File: config.mk
export PLATFORM = sky130hd
export DESIGN_NAME = nrisc_data_mem_ctrl_flat
export DESIGN_NICKNAME = d
export VERILOG_FILES = /design/src/rtl/nrisc_data_mem_ctrl_if.sv /design/src/rtl/nrisc_data_mem_ctrl.sv /design/src/flat_wrapper.sv
export SDC_FILE = /design/constraint.sdc
export NUM_CORES = 1
export LEC_CHECK = 0
export ABC_AREA = 1
export BUFFER_PORTS_ARGS = -buffer_cell sky130_fd_sc_hd__buf_2
export CORE_MARGIN = 5
export CORE_UTILIZATION = 46
export CTS_CLUSTER_SIZE = 40
export DETAILED_ROUTE_END_ITERATION = 8
export GPL_TIMING_DRIVEN = 0
export HOLD_SLACK_MARGIN = 0.15
export PLACE_DENSITY = 0.81
export SETUP_SLACK_MARGIN = 0.02
export SKIP_CTS_REPAIR_TIMING = 1
export SLEW_MARGIN = 30
export SYNTH_ARGS = -nofsm -noshare
export SYNTH_HDL_FRONTEND = slang
export SYNTH_SLANG_ARGS = --single-unit
File: constraint.sdc
create_clock -name clk -period 1.9 [get_ports clk]
set_input_delay 0 -clock clk [delete_from_list [all_inputs] [get_ports clk]]
set_output_delay 0 -clock clk [all_outputs]
set_load 0.005 [all_outputs]
File: src/rtl/nrisc_data_mem_ctrl_if.sv
// Bus bundle between the CPU data port, the data-memory controller and the SRAM.
// The controller takes the slave view; the CPU/SRAM side takes the master view.
interface nrisc_data_mem_ctrl_if #(
    parameter int TAM    = 16,
    parameter int ADDR_W = 10
);
    logic              CORE_DATA_load;
    logic              CORE_DATA_write;
    logic [TAM-1:0]    CORE_DATA_ADDR;
    logic [TAM-1:0]    DATA_IN;
    logic [TAM-1:0]    DATA_Out;
    logic              mem_busy;
    logic              mem_ack;
    logic              mem_err;
    logic              mem_cs;
    logic              mem_we;
    logic [ADDR_W-1:0] mem_addr;
    logic [TAM-1:0]    mem_wdata;
    logic [TAM-1:0]    mem_rdata;

    modport slave (
        input  CORE_DATA_load, CORE_DATA_write, CORE_DATA_ADDR, DATA_IN, mem_rdata,
        output DATA_Out, mem_busy, mem_ack, mem_err, mem_cs, mem_we, mem_addr, mem_wdata
    );

    modport master (
        output CORE_DATA_load, CORE_DATA_write, CORE_DATA_ADDR, DATA_IN, mem_rdata,
        input  DATA_Out, mem_busy, mem_ack, mem_err, mem_cs, mem_we, mem_addr, mem_wdata
    );
endinterface

File: src/rtl/nrisc_data_mem_ctrl.sv
// Data-memory controller: runs CPU load/write requests on a synchronous SRAM
// with a fixed number of wait states, flagging conflicting and out-of-range requests.
module nrisc_data_mem_ctrl #(
    parameter int TAM      = 16,
    parameter int ADDR_W   = 10,
    parameter int WAIT_CYC = 2
) (
    input  logic                   clk,
    input  logic                   rst,
    nrisc_data_mem_ctrl_if.slave   bus
);
    localparam int CNT_W = (WAIT_CYC > 0) ? $clog2(WAIT_CYC + 1) : 1;

    typedef enum logic [1:0] {IDLE, ACCESS, DONE} state_t;

    state_t            state;
    state_t            state_nxt;
    logic [CNT_W-1:0]  cnt;
    logic              we_q;
    logic [ADDR_W-1:0] addr_q;
    logic [TAM-1:0]    wdata_q;
    logic [TAM-1:0]    rdata_q;
    logic              err_q;
    logic              req;
    logic              out_of_range;

    assign req          = bus.CORE_DATA_load | bus.CORE_DATA_write;
    // Any address bit above the SRAM window makes the request out of range.
    assign out_of_range = (bus.CORE_DATA_ADDR >> ADDR_W) != '0;

    always_ff @(posedge clk or posedge rst) begin
        if (rst) state <= IDLE;
        else     state <= state_nxt;
    end

    always_comb begin
        state_nxt     = state;
        bus.mem_cs    = 1'b0;
        bus.mem_we    = 1'b0;
        bus.mem_busy  = 1'b0;
        bus.mem_ack   = 1'b0;
        bus.mem_addr  = addr_q;
        bus.mem_wdata = wdata_q;
        bus.DATA_Out  = rdata_q;
        bus.mem_err   = err_q;
        case (state)
            IDLE: begin
                if (req) state_nxt = out_of_range ? DONE : ACCESS;
            end
            ACCESS: begin
                bus.mem_cs   = 1'b1;
                bus.mem_we   = we_q;
                bus.mem_busy = 1'b1;
                if (cnt == '0) state_nxt = DONE;
            end
            DONE: begin
                bus.mem_ack = 1'b1;
                state_nxt   = IDLE;
            end
            default: state_nxt = IDLE;
        endcase
    end

    always_ff @(posedge clk or posedge rst) begin
        if (rst) begin
            cnt     <= '0;
            we_q    <= 1'b0;
            addr_q  <= '0;
            wdata_q <= '0;
            rdata_q <= '0;
            err_q   <= 1'b0;
        end else begin
            case (state)
                IDLE: begin
                    if (req) begin
                        // Write wins when both requests are raised together.
                        we_q    <= bus.CORE_DATA_write;
                        addr_q  <= bus.CORE_DATA_ADDR[ADDR_W-1:0];
                        wdata_q <= bus.DATA_IN;
                        cnt     <= CNT_W'(WAIT_CYC);
                        if ((bus.CORE_DATA_load & bus.CORE_DATA_write) | out_of_range)
                            err_q <= 1'b1;
                        if (out_of_range & ~bus.CORE_DATA_write)
                            rdata_q <= '0;
                    end
                end
                ACCESS: begin
                    if (cnt != '0)  cnt     <= cnt - 1'b1;
                    else if (!we_q) rdata_q <= bus.mem_rdata;
                end
                default: ;
            endcase
        end
    end
endmodule

File: src/flat_wrapper.sv
// flat-port wrapper written by rule: the top's interface ports become plain ports
module nrisc_data_mem_ctrl_flat 
#(
    parameter int TAM      = 16,
    parameter int ADDR_W   = 10,
    parameter int WAIT_CYC = 2
)
  (clk, rst, bus_CORE_DATA_load, bus_CORE_DATA_write, bus_CORE_DATA_ADDR, bus_DATA_IN, bus_mem_rdata, bus_DATA_Out, bus_mem_busy, bus_mem_ack, bus_mem_err, bus_mem_cs, bus_mem_we, bus_mem_addr, bus_mem_wdata);
  nrisc_data_mem_ctrl_if #(.TAM(TAM), .ADDR_W(ADDR_W)) bus_i ();
  input  logic clk;
  input  logic rst;
  input wire logic [$bits(bus_i.CORE_DATA_load)-1:0] bus_CORE_DATA_load;
  input wire logic [$bits(bus_i.CORE_DATA_write)-1:0] bus_CORE_DATA_write;
  input wire logic [$bits(bus_i.CORE_DATA_ADDR)-1:0] bus_CORE_DATA_ADDR;
  input wire logic [$bits(bus_i.DATA_IN)-1:0] bus_DATA_IN;
  input wire logic [$bits(bus_i.mem_rdata)-1:0] bus_mem_rdata;
  output wire logic [$bits(bus_i.DATA_Out)-1:0] bus_DATA_Out;
  output wire logic [$bits(bus_i.mem_busy)-1:0] bus_mem_busy;
  output wire logic [$bits(bus_i.mem_ack)-1:0] bus_mem_ack;
  output wire logic [$bits(bus_i.mem_err)-1:0] bus_mem_err;
  output wire logic [$bits(bus_i.mem_cs)-1:0] bus_mem_cs;
  output wire logic [$bits(bus_i.mem_we)-1:0] bus_mem_we;
  output wire logic [$bits(bus_i.mem_addr)-1:0] bus_mem_addr;
  output wire logic [$bits(bus_i.mem_wdata)-1:0] bus_mem_wdata;
  assign bus_i.CORE_DATA_load = bus_CORE_DATA_load;
  assign bus_i.CORE_DATA_write = bus_CORE_DATA_write;
  assign bus_i.CORE_DATA_ADDR = bus_CORE_DATA_ADDR;
  assign bus_i.DATA_IN = bus_DATA_IN;
  assign bus_i.mem_rdata = bus_mem_rdata;
  assign bus_DATA_Out = bus_i.DATA_Out;
  assign bus_mem_busy = bus_i.mem_busy;
  assign bus_mem_ack = bus_i.mem_ack;
  assign bus_mem_err = bus_i.mem_err;
  assign bus_mem_cs = bus_i.mem_cs;
  assign bus_mem_we = bus_i.mem_we;
  assign bus_mem_addr = bus_i.mem_addr;
  assign bus_mem_wdata = bus_i.mem_wdata;
  nrisc_data_mem_ctrl #(.TAM(TAM), .ADDR_W(ADDR_W), .WAIT_CYC(WAIT_CYC)) u_core (.clk(clk), .rst(rst), .bus(bus_i));
endmodule
== After elaboration in Yosys (flattened, before gate mapping) ==
Cells that the tools add are included.
Widths: inputs -> output; s select.
Storage, ports and cells
  register bits: 48
  logic and storage cells: 46
Cells by class
  add/sub/neg operators: 1
  eq/ne operators: 8
  multiplexer cells: 15
  bitwise logic cells: 5
  reduce and logical (&&, ||, !) cells: 10
Operators with widths (count)
  $mux 16: 4
  $pmux 16 s2: 1
  $reduce_bool 16->1: 1
  $mux 2: 5
  $ne 2x1->1 const B: 4
  $pmux 2 s2: 2
  $reduce_and 3->1: 2
  $reduce_and 5->1: 1
  $logic_not 2->1: 2
  $ne 2x2->1 const B: 2
  $reduce_and 2->1: 2
  $reduce_bool 2->1: 2
  $mux 1: 3
  $and 1x1->1: 2
  $eq 2x1->1 const B: 1
  $eq 2x2->1 const B: 1
  $or 1x1->1: 2
  $sub 2x1->2 const B: 1
  $not 1->1: 1

== Depth between registers and ports, before layout ==
Gate-level depths: netlist of run 1.
  word-level depth: 5
  mapped depth: 8
  depth with buffers taken out: 7

== Least setup slack after synthesis of run 1 ==
Ideal clock, no wire load.
  kind: reg2reg
  from: reg u_core.cnt[0]
  to: reg u_core.rdata_q[10] (netlist: u_core.bus.DATA_Out[10])
  setup time: 0.117 ns
  data arrival time: 1.309 ns
  required time: 1.783 ns
  setup slack: 0.474 ns
  stages on the path, launching flop included: 9
  buffers on the path: 1
  period minus slack after synthesis: 1.426 ns
  cell sequence: dfrtp_1 > inv_1 > ha_1 > nand3_2 > a21oi_4 > nand2_2 > buf_4 > nand2_1 > nand2_1
Between the ends
  word-level cells in the longest chain between the ends: 3
Ends and longest elaborated chain
  from (decl): line nrisc_data_mem_ctrl.sv:18  | logic [CNT_W-1:0] cnt;
  from (signal assigned): line nrisc_data_mem_ctrl.sv:80  | cnt <= CNT_W'(WAIT_CYC);
  from (signal assigned): line nrisc_data_mem_ctrl.sv:88  | if (cnt != '0) cnt <= cnt - 1'b1;
  $reduce_bool 2->1: line nrisc_data_mem_ctrl.sv:88
  $ne 2x2->1 (no line)
  $reduce_and 5->1 (no line)
  to (signal assigned): line nrisc_data_mem_ctrl.sv:89  | else if (!we_q) rdata_q <= bus.mem_rdata;
  to (decl): line nrisc_data_mem_ctrl.sv:22  | logic [TAM-1:0] rdata_q;
Every way passes these cells.
A chain may end at the register's enable or synchronous reset.

== Worst setup path in the final report of run 1 ==
  from: reg u_core.state[0]
  to: reg u_core.err_q (netlist: u_core.bus.mem_err)
Between the ends
  word-level cells in the longest chain between the ends: 2
Ends and longest elaborated chain
  from (decl): line nrisc_data_mem_ctrl.sv:16  | state_t state;
  from (signal assigned): line nrisc_data_mem_ctrl.sv:33  | else state <= state_nxt;
  $logic_not 2->1: line nrisc_data_mem_ctrl.sv:73  | case (state)
  $reduce_and 3->1 (no line)
  to (signal assigned): line nrisc_data_mem_ctrl.sv:71  | err_q <= 1'b0;
  to (signal assigned): line nrisc_data_mem_ctrl.sv:82  | err_q <= 1'b1;
  to (decl): line nrisc_data_mem_ctrl.sv:23  | logic err_q;
Every way passes these cells.

==> impl_results.md, run 1 <==
- Synth cell count leaders: 121 x nand2_1, 48 x dfrtp_1, 25 x inv_1, 21 x nor2_1, 18 x nand3_1
- CTS Buf Count: 5
- Clock root cell: clkbuf_8
- Mapped Cells: 258
- Die X: 77.2 µm
- Top-count cell post-synth: nand2_1
- Clock slew at reported path FFs: 0.09 ns
- Fmax: 587 MHz
- Hpwl dp: 3690 µm
- H-tree Lvls: 2
- Largest net degree at the start of global routing: 49
- Crit path time final: 1.70 ns
- R2R cell count: 6
- Worst skew pair latency: 0.29 ns
- IO Port Bufs: 98
- TritonCTS clock tree: yes
- Critical R2R Launch: u_core.state[0]
- Routed vias: 2,117
- Share of layout cells above drive strength 1: 30.0%
- Critical path fanouts, max: 10
- Multi-input gate area: 727 µm²
- Placed cells: 408
- Sequential Power Share: 47.1%
- Maxcap violations: 0
- Setup TNS: 0 ns
- Fin. max-slew vios: 0
- CP startpoint kind: flip-flop
- Class of the tightest hold or removal check: input port to flip-flop
- R2R Path End: u_core.bus.mem_err
- RSZ-0062 raised after global routing: false
- CTS Sinks: 48
- Area leader, netlist: dfrtp_1
- # DRC: 0
- Final period util: 89.7%
- Power per Cell Area: 808 nW/µm²
- Post-synth EDFFs: 0
- WL per Instance: 12.5 µm
- Hold Fails Final Rpt: 0
- #FFs+latches synth: 48
- Antenna cells: 0
- Design Power: 2.60 mW
- Grt total ovfl: 0
- Final #Nets: 462
- Crit end category: flip-flop
- Reg2Reg Setup Slack: 0.20 ns
- Comb power frac: 23.0%
- Required @ worst endpoint: 2.14 ns
- Finished Cell Area: 3220 µm²
- Syn_area_per_cell: 8.05 µm²
- Final WS setup: 0.195 ns
- Vias in the first global route: 1,928
- WP data arrival: 1.94 ns
- Layout area overhead: 54.9%
- Die ar.: 5960 µm²
- Core Region: 4350 µm²
- Endpoint, Worst Hold: u_core.state[0]
- Switching share of total power: 28.4%
- Final setup fails: 0
- Initial Utilization: 47.7%
- Final core occ: 73.9%
- Gr usage total: 17.0%
- Primary FF master, synth: dfrtp_1
- Total Wirelength: 5800 µm
- Ys Warns: 0
- Register area: 1200 µm²
- Hold slack: 0.104 ns
- Ports: 99
- Register area share after synthesis: 57.8%
- Status: finished clean
- Initial antenna violation count: 0
- Final Skew: 0.00386 ns
- Clock Path Buffers: 2
- Fill cells: 333
- Top cell type's share of synthesized area: 57.8%
- DR pass1 iterations: 4
- Switching pwr: 0.739 mW
- Hold path depth: 6
- Vias per std cell: 4.58
- Leakage: 1.93 nW
- Post-Place Setup Slack: 0.248 ns
- FP Rows: 24
- DP Area: 2640 µm²
- Pint: 1.86 mW
- VDD IR-drop max: 547 µV
- Synth cell types: 18
- Die Y: 77.2 µm
- Worst Hold Launch: bus_CORE_DATA_ADDR[10]
- Syn Nets: 311
- First-pass GRT wire length: 8450 µm
- Share of flip-flops with an asynchronous set or reset: 100%
- Mapped Area: 2080 µm²
- Iter 0 DRT Violations: 99
- Clock share of power: 29.9%
- Worst-Margin Slew: 0.571 ns
- Crit Path Class: flip-flop to flip-flop
- Max_slew headroom: 62.0%
- Post-Layout Cell Count: 462
- Placer congestion estimate: 0.817
- Area contributors post-synth: dfrtp_1 58%, nand2_1 22%, inv_1 4.5%
- Routed Antenna Nets: 0
kinds of logic after synthesis:
group / synth area share (%)
and+or+nand+nor: 32.3
AOI/OAI and AO/OA: 2.11
buffers and inverters: 7.17
DFF: 57.8
adders and majority gates: 0.602
worst max path at each step:
| stage | start | to | cells past startpoint |
|---|---|---|---|
| final | u_core.state[0] | u_core.bus.mem_err | 6 |
| after global routing | u_core.state[0] | u_core.bus.mem_err | 6 |
| after CTS | u_core.cnt[0] | u_core.bus.DATA_Out[10] | 8 |
| after detailed placement | u_core.cnt[0] | u_core.bus.DATA_Out[10] | 8 |
| after floorplan | u_core.cnt[0] | u_core.bus.DATA_Out[10] | 8 |
| after global placement | rst | u_core.bus.mem_wdata[13] | 2 |
cell type report:
cell class	count	share of cell area (%)
tap	52	2.02
multi-input combinational	174	22.6
sequential	48	37.3
clock inverter	2	1.21
inverter	26	3.11
clock buffer	6	2.57
buffer	10	1.59
timing repair buffer	144	29.6
power by group through the flow:
stage / logic, mW / registers, mW / clock network [mW]
final: 0.596 / 1.22 / 0.777
after global routing: 0.676 / 1.24 / 0.841
after CTS: 0.525 / 1.22 / 0.793
after detailed placement: 0.526 / 1.24 / 0
after global placement: 0.505 / 1.24 / 0
after floorplan: 0.258 / 1.25 / 0
flip-flops by register name (all words and copies together) (netlist names):
name	flops
u_core.bus.mem_wdata	16
u_core.bus.mem_addr	10
u_core.bus.DATA_Out	16
u_core.state	2
u_core.cnt	2
u_core.bus.mem_err	1
u_core.we_q	1
per-layer routing:
layer / GRT usage (%) / vias up / share of wire [%]
li1: - / 1074 / -
met1: 20.9 / 969 / 40
met2: 29.1 / 72 / 52
met3: 4.22 / 2 / 7.2
met4: 5.50 / 0 / 0.24
met5: 0 / - / 0
layout by cell type, fill, tap and decap left out, drive strengths merged:
cell / count
a21oi: 2
buf: 105
bufinv: 1
clkbuf: 9
clkinv: 1
dfrtp: 48
dlygate4sd3: 46
ha: 1
inv: 26
nand2: 124
nand3: 19
nor2: 23
o211ai: 1
o21ai: 3
or2: 1
critical path: stages, from the launching register on:
cell and delay [ns]:
dfrtp_1 0.45, nor2_2 0.19, nand2_2 0.12, inv_2 0.17
nand2_1 0.08, o211ai_1 0.08, dlygate4sd3_1 0.57
No activity file was read; power rests on OpenSTA's default activity.
==> run 2: changes to the inputs <==
CORE_MARGIN = 8   (was 5)
==> run 2 against run 1 <==
Register-to-register slack hardly changed; worst hold slack better by 0.015 ns; worst setup slack lost 0.0020 ns; cell count is 0.43% lower; sequential share of layout area up 0.26 points.
==> impl_results.md, run 2 (same netlist as run 1, synthesis figures left out) <==
- Status: finished clean
- Final setup fails: 0
- Post-Layout Cell Count: 460
- Total Wirelength: 6090 µm
- Antenna cells: 0
- VDD IR-drop max: 537 µV
- FP Rows: 24
- Crit path largest cell delay: 0.57 ns
- DP Area: 2640 µm²
- Vias in the first global route: 1,970
- Required @ worst endpoint: 2.13 ns
- Clock root cell: clkbuf_8
- Worst-Margin Slew: 0.580 ns
- Hold slack: 0.119 ns
- CP startpoint kind: flip-flop
- Fin. max-slew vios: 0
- Final WS setup: 0.193 ns
- Most common cell after layout, fill and taps aside: nand2_1
- RSZ-0062 raised after global routing: false
- Final #Nets: 462
- Hold Fails Final Rpt: 0
- Slowest stage cell, crit path: dlygate4sd3_1
- First-pass GRT wire length: 8610 µm
- Crit end category: flip-flop
- Core Region: 4350 µm²
- Final Skew: 0.00675 ns
- Die ar.: 6920 µm²
- CP cell instances: nor2_2, nand2_2, inv_2, nand2_1, o211ai_1, dlygate4sd3_1
- Leakage: 1.92 nW
- CTS Buf Count: 5
- WL per Instance: 13.2 µm
- Wire length on met2: 3190 µm
- Layout area overhead: 53.8%
- M1 WL: 2390 µm
- IO Port Bufs: 98
- Share of layout cells above drive strength 1: 29.7%
- Post-Place Setup Slack: 0.288 ns
- Setup TNS: 0 ns
- Class of the tightest hold or removal check: input port to flip-flop
- Max Used Layer: met4
- Fmax: 586 MHz
- Worst skew pair latency: 0.29 ns
- Design Power: 2.51 mW
- TritonCTS clock tree: yes
- Critical R2R Launch: u_core.state[0]
- DR pass1 iterations: 4
- Die X: 83.2 µm
- Hpwl dp: 3880 µm
- Endpoint, Worst Hold: u_core.state[0]
- Routed vias: 2,139
- Critical Path Start: u_core.state[0]
- Initial antenna violation count: 0
- Final core occ: 73.4%
- Hold path depth: 6
- Largest net degree at the start of global routing: 49
- CTS Sinks: 48
- Vias per std cell: 4.65
- Placed cells: 408
- Clock slew at reported path FFs: 0.08 ns
- Routed Antenna Nets: 0
- Ports: 99
- Fill cells: 326
- R2R cell count: 6
- Clock Path Buffers: 2
- Met3 WL: 440 µm
- Finished Cell Area: 3190 µm²
- R2R Path End: u_core.bus.mem_err
- Placer congestion estimate: 0.707
- Crit path time final: 1.71 ns
- Initial Utilization: 47.7%
- Worst Hold Launch: bus_CORE_DATA_ADDR[10]
- Maxcap violations: 0
- Final period util: 89.8%
- # DRC: 0
- H-tree Lvls: 2
- Power per Cell Area: 786 nW/µm²
- Critical path fanouts, max: 10
- Commonest non-fill, non-tap cells in the layout: 121 x nand2_1, 103 x buf_2, 48 x dfrtp_1, 46 x dlygate4sd3_1, 24 x inv_1
- Die Y: 83.2 µm
- Gr usage total: 14.5%
- WP data arrival: 1.94 ns
- Grt total ovfl: 0
- Iter 0 DRT Violations: 72
- Reg2Reg Setup Slack: 0.19 ns
- Max_slew headroom: 61.4%
- Crit Path Class: flip-flop to flip-flop
run 2: cell types whose count changed in the layout (fill, tap and decap cells not counted):
| cell | delta |
|---|---|
| clkinv_4 | -1 |
| clkbuf_8 | -1 |
run 2: worst max-delay path by stage:
stage,endpoint,slack (ns),depth (start not counted)
2_1_floorplan,u_core.bus.DATA_Out[10],0.47,8
3_3_place_gp,u_core.bus.DATA_Out[15],0.12,2
3_5_place_dp,u_core.bus.DATA_Out[6],0.29,8
4_1_cts,u_core.bus.DATA_Out[6],0.27,8
5_1_grt,u_core.bus.mem_err,0.07,6
6_report,u_core.bus.mem_err,0.19,6
run 2: layer usage:
metal | vias up | global-route usage (%)
met2 | 69 | 25.5
met3 | 6 | 6.25
met1 | 991 | 15.3
met4 | 0 | 4.47
li1 | 1073 | -
met5 | - | 0
run 2: power by group:
part           switching (mW)  internal, mW  leakage, nW
sequential             0.0707          1.15        0.612
clock                   0.311         0.378       0.0501
combinational           0.324         0.275         1.26
run 2: final cells by class:
class / count / area, µm² / area share, %
Buffer: 10 / 51.3 / 1.61
Clock buffer: 5 / 68.8 / 2.15
Clock inverter: 1 / 30.0 / 0.940
Inverter: 26 / 100 / 3.13
Multi-Input combinational cell: 174 / 727 / 22.8
Sequential cell: 48 / 1200 / 37.6
Tap cell: 52 / 65.1 / 2.04
Timing Repair Buffer: 144 / 951 / 29.8
run 2: critical path, delay by kind of cell, from the launching register on:
kind | cells | cell delay (ns)
simple gates | 3 | 0.38
flops | 1 | 0.45
buf+inv | 2 | 0.74
compound gates | 1 | 0.08
